`src/rtl/home_event_scheduler.sv`:
```
// Prioritised, time-sliced scheduler for the smart-home actuators.
// Door and window edges are queued; fire preempts everything; heat/cool follow the live temperature.
module home_event_scheduler #(
  parameter int unsigned HOLD_CYCLES = 8,
  parameter logic [6:0]  TEMP_LOW    = 7'd20,
  parameter logic [6:0]  TEMP_HIGH   = 7'd25
) (
  input  logic       clk,
  input  logic       Rst,
  input  logic       SFD,
  input  logic       SRD,
  input  logic       SW,
  input  logic       SFA,
  input  logic [6:0] ST,
  output logic       fdoor,
  output logic       rdoor,
  output logic       winbuzz,
  output logic       alarmbuzz,
  output logic       heater,
  output logic       cooler,
  output logic [2:0] display,
  output logic [2:0] pending,
  output logic       busy
);

  typedef enum logic [2:0] {
    IDLE  = 3'b000,
    FRONT = 3'b001,
    REAR  = 3'b010,
    WIN   = 3'b011,
    FIRE  = 3'b100,
    HEAT  = 3'b101,
    COOL  = 3'b110
  } state_t;

  localparam logic [15:0] HOLD_LOAD = 16'(HOLD_CYCLES - 1);

  state_t      state_q;
  state_t      state_d;
  logic [15:0] cnt_q;
  logic [15:0] cnt_d;
  logic [2:0]  pending_q;
  logic [2:0]  prev_q;
  logic [2:0]  sensors;
  logic [2:0]  rise;
  logic [2:0]  clear;
  logic        heat_req;
  logic        cool_req;
  logic        in_band;
  logic        hold_done;

  assign sensors   = {SW, SRD, SFD};
  assign rise      = sensors & ~prev_q;
  assign heat_req  = (ST < TEMP_LOW);
  assign cool_req  = (ST > TEMP_HIGH);
  assign in_band   = !heat_req && !cool_req;
  assign hold_done = (cnt_q == 16'd0);

  // A pending bit clears only when its service ends normally; preemption leaves it queued.
  always_comb begin
    state_d = state_q;
    cnt_d   = cnt_q;
    clear   = 3'b000;
    if (SFA) begin
      state_d = FIRE;
      cnt_d   = HOLD_LOAD;
    end else begin
      case (state_q)
        IDLE: begin
          cnt_d = HOLD_LOAD;
          if (pending_q[0])      state_d = FRONT;
          else if (pending_q[1]) state_d = REAR;
          else if (pending_q[2]) state_d = WIN;
          else if (heat_req)     state_d = HEAT;
          else if (cool_req)     state_d = COOL;
          else                   cnt_d   = 16'd0;
        end
        FRONT: begin
          if (hold_done) begin
            state_d = IDLE;
            clear   = 3'b001;
          end else begin
            cnt_d = cnt_q - 16'd1;
          end
        end
        REAR: begin
          if (hold_done) begin
            state_d = IDLE;
            clear   = 3'b010;
          end else begin
            cnt_d = cnt_q - 16'd1;
          end
        end
        WIN: begin
          if (hold_done) begin
            state_d = IDLE;
            clear   = 3'b100;
          end else begin
            cnt_d = cnt_q - 16'd1;
          end
        end
        FIRE: begin
          if (hold_done) state_d = IDLE;
          else           cnt_d   = cnt_q - 16'd1;
        end
        HEAT, COOL: begin
          if (in_band || hold_done) begin
            state_d = IDLE;
            cnt_d   = 16'd0;
          end else begin
            cnt_d = cnt_q - 16'd1;
          end
        end
        default: begin
          state_d = IDLE;
          cnt_d   = 16'd0;
        end
      endcase
    end
  end

  // Prev registers track live inputs even in reset so a level held across release is not an event.
  always_ff @(posedge clk) begin
    if (Rst) begin
      state_q   <= IDLE;
      cnt_q     <= 16'd0;
      pending_q <= 3'b000;
      prev_q    <= sensors;
    end else begin
      state_q   <= state_d;
      cnt_q     <= cnt_d;
      pending_q <= (pending_q & ~clear) | rise;
      prev_q    <= sensors;
    end
  end

  always_comb begin
    fdoor     = (state_q == FRONT);
    rdoor     = (state_q == REAR);
    winbuzz   = (state_q == WIN);
    alarmbuzz = (state_q == FIRE);
    heater    = (state_q == HEAT);
    cooler    = (state_q == COOL);
    display   = state_q;
    pending   = pending_q;
    busy      = (state_q != IDLE);
  end

endmodule

```
`config.mk`:
```
export PLATFORM = sky130hd
export DESIGN_NAME = home_event_scheduler
export DESIGN_NICKNAME = d
export VERILOG_FILES = /design/src/rtl/home_event_scheduler.sv
export SDC_FILE = /design/constraint.sdc
export NUM_CORES = 1
export LEC_CHECK = 0
export CORE_ASPECT_RATIO = 2
export CORE_MARGIN = 2
export CORE_UTILIZATION = 55
export CTS_CLUSTER_DIAMETER = 120
export DETAILED_ROUTE_END_ITERATION = 10
export PLACE_DENSITY_LB_ADDON = 0.08
export SLEW_MARGIN = 10
export SYNTH_ARGS = -nofsm -noshare
export SYNTH_HDL_FRONTEND = slang
export SYNTH_SLANG_ARGS = --single-unit
export TNS_END_PERCENT = 50
```
`constraint.sdc`:
```
create_clock -name clk -period 4.25 [get_ports clk]
set_input_delay 0.425 -clock clk [delete_from_list [all_inputs] [get_ports clk]]
set_output_delay 0.425 -clock clk [all_outputs]
set_load 0.02 [all_outputs]
```
==> metrics.yaml, run 1 <==
run_status:
  outcome: "finished clean"
logic_synthesis:
  ys_seq_area_frac: 0.3506
  synth_edf_count: 0
  yosys.area.top_type_share: 0.3506
  synth.avg_cell_area_um2: 8.600
  synth_area_leaders: "dfxtp_1 (35%), nor2_1 (4.5%), xnor2_1 (3.7%)"
  synth_async_sr_flop_share: 0
  synth_nets: 181
  synth_flop_cell: "dfxtp_1"
  postSynthCellCount: 166
  synth-seq-cells: 25
  ys_types: 49
  yosysWarnings: 0
  netlist_area_um2: 1428
  synth_top_area_cell: "dfxtp_1"
timing:
  grt_setup_unrepaired: "false"
  max_freq_mhz: 424.4
  final-setup-viol-count: 0
  fin_skew_ps: 1.109
  hold_viol_final: 0
  period_needed_ps: 2356
  fin_crit_sh: 0.5545
  worstMarginPinSlew_ps: 759.2
  slew_headroom: 0.4892
  tns_ps: 0
  final-max-slew-violation-count: 0
cts:
  cts_inserted_buffers: 3
  ctsHoldBuffers: 0
  clk_pin_slew_ps: 90
  cts_resized: 0
  clock-root-buffer: "clkbuf_8"
  htreeDepth: 1
  cts.path.max_buffers: 2
  cts_num_sinks: 25
  cts_setup_buffers: 0
  worstSkewPairLatency_ps: 270
  cts_tree: "built"
power:
  power_leakage_nw: 0.6174
  power_density_nw_per_um2: 389.9
  ir_worst_vdd_uv: 259.3
route:
  drt_iter0_markers: 24
  wl_met3_um: 135
  top_layer: "met4"
  drt_first_pass_iters: 4
  routed_wl_um: 3414
  post-route-drc-count: 0
  viasPerCell: 6.305
  routed-wl-met2_um: 2015
  vias: 1343
  routedWlPerCell_um: 16.03
  drt-met1-wl_um: 1191
  ant_nets: 0
layout:
  area_delta_synth_final_pct: 19.37
  n_antenna_cell: 0
  nFillCells: 228
  final_util: 0.6803
  nets: 201
  drive_gt1_frac: 0.09189
placement:
  hpwl_um: 2707
  port-buffer-count: 24
  routabilityCongestion: 0.9179
worst_hold_path:
  min_from: "cnt_q[15]"
  hold_path_class: "reg2reg"
grt:
  grt_use_total: 0.2601
  antenna_found_initial: 0
  grt_pass1_vias: 1352
  grt-ovfl-total: 0
  grt_max_degree: 17
  grt_pass1_wl_um: 5733
critical_path:
  r2r-start: "cnt_q[9]"
  startpoint: "ST[3]"
  path_class: "in2reg"
  critPathMaxStageDelay_ps: 640
  end_kind: "flop"
  crit_fanout: 13
  cp-start-kind: "primary input"
  critPathSlowestCell: "a2111o_1"
  path_buf_inv: 1
  cp.required_ps: 4450
  path_cells: "clkdlybuf4s50_1, nor3b_2, o211a_1, maj3_2, a2111o_1, a21oi_1"
  crit_family: "compound AO/OA/AOI/OAI gates"
  crit_arrival_ps: 2560
floorplan:
  start_util: 0.5699
  rows: 26
  die_height_um: 76.05
  ioPinCount: 26
  fp.coreArea_um2: 2505
  die_area_um2: 3044
  die_x_um: 40.03
job:
  maxCapViolCount: 0
[path summary, 6_finish.rpt]
kind | end | slack (ps) | cells after the start
max reg2reg | cnt_q[10] | 1930 | 5
min | cnt_q[15] | 510 | 2
max | cnt_q[3] | 1890 | 6
min reg2reg | cnt_q[15] | 510 | 2
[synth_stat cells (all sizes together), types with 2 or more instances]
library cell / n
dfxtp: 25
nor2: 17
a21oi: 13
nand2: 11
o21ai: 8
nor3b: 7
nor4: 7
buf: 6
nor3: 6
xnor2: 6
or3: 5
a2111oi: 4
inv: 4
or4: 4
a2111o: 3
a211oi: 3
clkbuf: 3
nand3: 3
nor2b: 3
o31ai: 3
a211o: 2
a31o: 2
and3b: 2
ha: 2
nand4b: 2
o22ai: 2
xor2: 2
[state kept, by name, indices dropped and copies added, names as in the netlist]
signal and cells:
cnt_q 16, display 3, pending 3, prev_q 3
[power by group]
| part | total [W] | switching [W] | internal (W) |
|---|---|---|---|
| clock | 0.000146 | 0.0000790 | 0.0000666 |
| sequential | 0.000282 | 0.0000296 | 0.000252 |
| combinational | 0.000237 | 0.000133 | 0.000104 |
[logic make-up (layout without fill, tap and decap cells)]
family,after synthesis,after routing,synth area share
AO/OA/AOI/OAI,44,44,0.2200
XOR/XNOR,8,8,0.04908
adder cells (fa/ha/maj),3,3,0.02541
buffers and inverters,13,32,0.04381
flip-flops,25,25,0.3506
AND/OR/NAND/NOR,73,73,0.3111
[per-stage QoR]
| stage | cells | setup slack (ps) | total power [W] | hold slack (ps) | cell area, um^2 |
|---|---|---|---|---|---|
| 2_1_floorplan | 166 | 2339 | 0.0004546 | 452.7 | 1428 |
| 3_3_place_gp | 209 | 1656 | 0.0005175 | 492.1 | 1655 |
| 3_5_place_dp | 209 | 1570 | 0.0005221 | 506.8 | 1655 |
| 4_1_cts | 213 | 1855 | 0.0006660 | 521.4 | 1704 |
| 5_1_grt | 213 | 1685 | 0.0007066 | 529.5 | 1704 |
| 6_report | 213 | 1894 | 0.0006644 | 514.3 | 1704 |
[cells in the final DEF, fill, tap and decap left out, types with 3 or more instances in the layout]
cell type,instances
nor3b_1,6
nand2_1,11
nor4_1,7
a2111oi_0,3
clkbuf_8,3
a21oi_1,10
a211oi_1,3
o31ai_1,3
a2111o_1,3
clkdlybuf4s50_1,24
dfxtp_1,25
a21oi_2,3
nor2_1,17
nand3_1,3
nor3_1,5
inv_1,3
or4_1,4
o21ai_0,6
xnor2_1,6
or3_1,5
[cell type report]
class | count | area, um^2 | share of cell area
repair buffers | 24 | 240.2 | 0.1410
well taps | 28 | 35.03 | 0.02056
multi-input cells | 128 | 864.6 | 0.5073
inverters | 4 | 15.01 | 0.008811
clock buffers | 3 | 41.29 | 0.02423
flip-flops and latches | 25 | 500.5 | 0.2937
clock inverters | 1 | 7.507 | 0.004405
[worst min-delay path: stages, from the launching register on]
cell and delay (ps):
dfxtp_1 340, o31ai_1 90, a21oi_2 50
[metal layers]
layer  GRT usage  vias up
met5           0        -
met4      0.1207        0
met3     0.02624        8
met2      0.4742       34
met1      0.2590      636
li1            -      665
(Power assumes the default switching activity.)
==> run 2: changes to the inputs <==
--- a/config.mk
+++ b/config.mk
@@ -7,7 +7,7 @@
 export LEC_CHECK = 0
 export CORE_ASPECT_RATIO = 2
 export CORE_MARGIN = 2
-export CORE_UTILIZATION = 55
+export CORE_UTILIZATION = 51
 export CTS_CLUSTER_DIAMETER = 120
 export DETAILED_ROUTE_END_ITERATION = 10
 export PLACE_DENSITY_LB_ADDON = 0.08
==> constraint.sdc (replaced) <==
create_clock -name clk -period 2.2 [get_ports clk]
set_input_delay 0.22 -clock clk [delete_from_list [all_inputs] [get_ports clk]]
set_output_delay 0.22 -clock clk [all_outputs]
set_load 0.02 [all_outputs]
==> metrics.yaml, run 2 (synthesis results as in run 1) <==
layout:
  final_cell_mix: "dfxtp_1 (25), clkdlybuf4s50_1 (24), nor2_1 (17)"
  final_common_cell: "dfxtp_1"
  final_area_um2: 1792  # +5.1%
  regMostFlops: "cnt_q"
  multiInputGateArea_um2: 864.6  # unchanged
  final_util: 0.6630  # -0.01736
  nFillCells: 246  # +7.9%
  drive_gt1_frac: 0.1421  # +0.05024
  nets: 213  # +6.0%
  largest_reg_flops: 16  # unchanged
  area_delta_synth_final_pct: 25.50
  layout.area.seq_um2: 500.5  # unchanged
  n_antenna_cell: 0  # unchanged
  final_cells: 226  # +6.1%
run_status:
  outcome: "finished clean"
cts:
  cts_resized: 0  # unchanged
  cts_setup_buffers: 0  # unchanged
  cts_inserted_buffers: 3  # unchanged
  clk_pin_slew_ps: 80  # about the same
  ctsHoldBuffers: 0  # unchanged
  cts_num_sinks: 25  # unchanged
  cts_tree: "built"
  clock-root-buffer: "clkbuf_8"
  htreeDepth: 1  # unchanged
  worstSkewPairLatency_ps: 270  # about the same
  cts.path.max_buffers: 2  # unchanged
timing:
  final-setup-viol-count: 0  # unchanged
  tns_ps: 0  # unchanged
  final-max-slew-violation-count: 0  # unchanged
  hold_viol_final: 0  # unchanged
  period_needed_ps: 2087
  grt_setup_unrepaired: "false"
  max_freq_mhz: 479.1
  fin_crit_sh: 0.9488
  finalWorstSetupSlack_ps: 112.7  # -1781 ps
  slew_headroom: 0.6274  # +0.1381
  fin_skew_ps: 4.807  # +3.698 ps
  worstMarginPinSlew_ps: 557.6  # -201.6 ps
floorplan:
  die_height_um: 78.82  # +3.6%
  die_area_um2: 3264  # +7.2%
  ioPinCount: 26  # unchanged
  die_x_um: 41.41  # +3.5%
  rows: 27  # +3.8%
  fp.coreArea_um2: 2703  # +7.9%
  start_util: 0.5282  # -0.04169
critical_path:
  rrSetupSlack_ps: 110  # -1820 ps
  crit_fanout: 6  # -7
  cp.depth: 8  # +2
  path_cells: "inv_1, ha_1, nor2b_1, nand4_1, nor3_1, buf_4, a2111o_1, a211oi_1"
  cp.required_ps: 2360  # -2090 ps
  path_buf_inv: 2  # +1
  critPathMaxStageDelay_ps: 460  # -180 ps
  cp-start-kind: "flop"
  ff2ff_path_depth: 8  # +3
  critPathSlowestCell: "dfxtp_1"
  end_kind: "flop"
  path_class: "reg2reg"
  crit_family: "compound AO/OA/AOI/OAI gates"
  crit_arrival_ps: 2250  # -310 ps
grt:
  grt_use_total: 0.2425  # -0.01759
  grt-ovfl-total: 0  # unchanged
  grt_pass1_vias: 1444  # +6.8%
  grt_pass1_wl_um: 6230  # +8.7%
  antenna_found_initial: 0  # unchanged
  grt_max_degree: 15  # -2
power:
  ir_worst_vdd_uv: 475.4  # +83%
  power_density_nw_per_um2: 731.3  # +88%
  power_leakage_nw: 0.6776  # +9.8%
worst_hold_path:
  hold_path_class: "in2reg"
  hold_path_depth: 1  # -1
placement:
  routabilityCongestion: 0.8920  # -2.8%
  port-buffer-count: 24  # unchanged
  hpwl_um: 2907  # +7.4%
  place_area_um2: 1747  # +5.5%
  dp_slack_ps: -84.27  # -1654 ps
  place_inst: 222  # +6.2%
route:
  routedWlPerCell_um: 16.48  # +2.8%
  viasPerCell: 6.341  # +0.56%
  drt_iter0_markers: 23  # -4.2%
  post-route-drc-count: 0  # unchanged
  routed_wl_um: 3724  # +9.1%
  ant_nets: 0  # unchanged
  vias: 1433  # +6.7%
  drt_first_pass_iters: 4  # unchanged
job:
  maxCapViolCount: 0  # unchanged
-- run 2: metal layers --
metal,routed length [um],part of all wire,track usage,up-vias
met1,1304,0.35,0.2175,673
met3,163,0.044,0.02273,16
li1,-,-,-,687
met2,2075,0.56,0.4797,57
met5,0,0,0,-
met4,182,0.049,0.1645,0
-- run 2: power by group --
part,switching (W),internal [W]
logic,0.000285,0.000228
registers,0.0000445,0.000487
clock network,0.000136,0.000129
-- run 2: path summary, 6_finish.rpt --
path	from	endpoint
worst max-delay path	cnt_q[0]	cnt_q[1]
worst max register to register	cnt_q[0]	cnt_q[1]
worst min-delay path	SW	prev_q[2]
worst min register to register	cnt_q[15]	cnt_q[15]
-- run 2: area by class of cell --
| class | instances | share of cell area |
|---|---|---|
| Clock buffer | 4 | 0.02514 |
| Inverter | 4 | 0.008380 |
| Multi-Input combinational cell | 128 | 0.4825 |
| Sequential cell | 25 | 0.2793 |
| Tap cell | 29 | 0.02025 |
| Timing Repair Buffer | 36 | 0.1844 |
-- run 2: stage by stage --
step | hold WS, ps | power, W
3_3_place_gp | 496.1 | 0.001029
3_5_place_dp | 512.0 | 0.001047
4_1_cts | 413.7 | 0.001312
2_1_floorplan | 247.7 | 0.0008781
6_report | 408.9 | 0.001310
5_1_grt | 414.7 | 0.001383
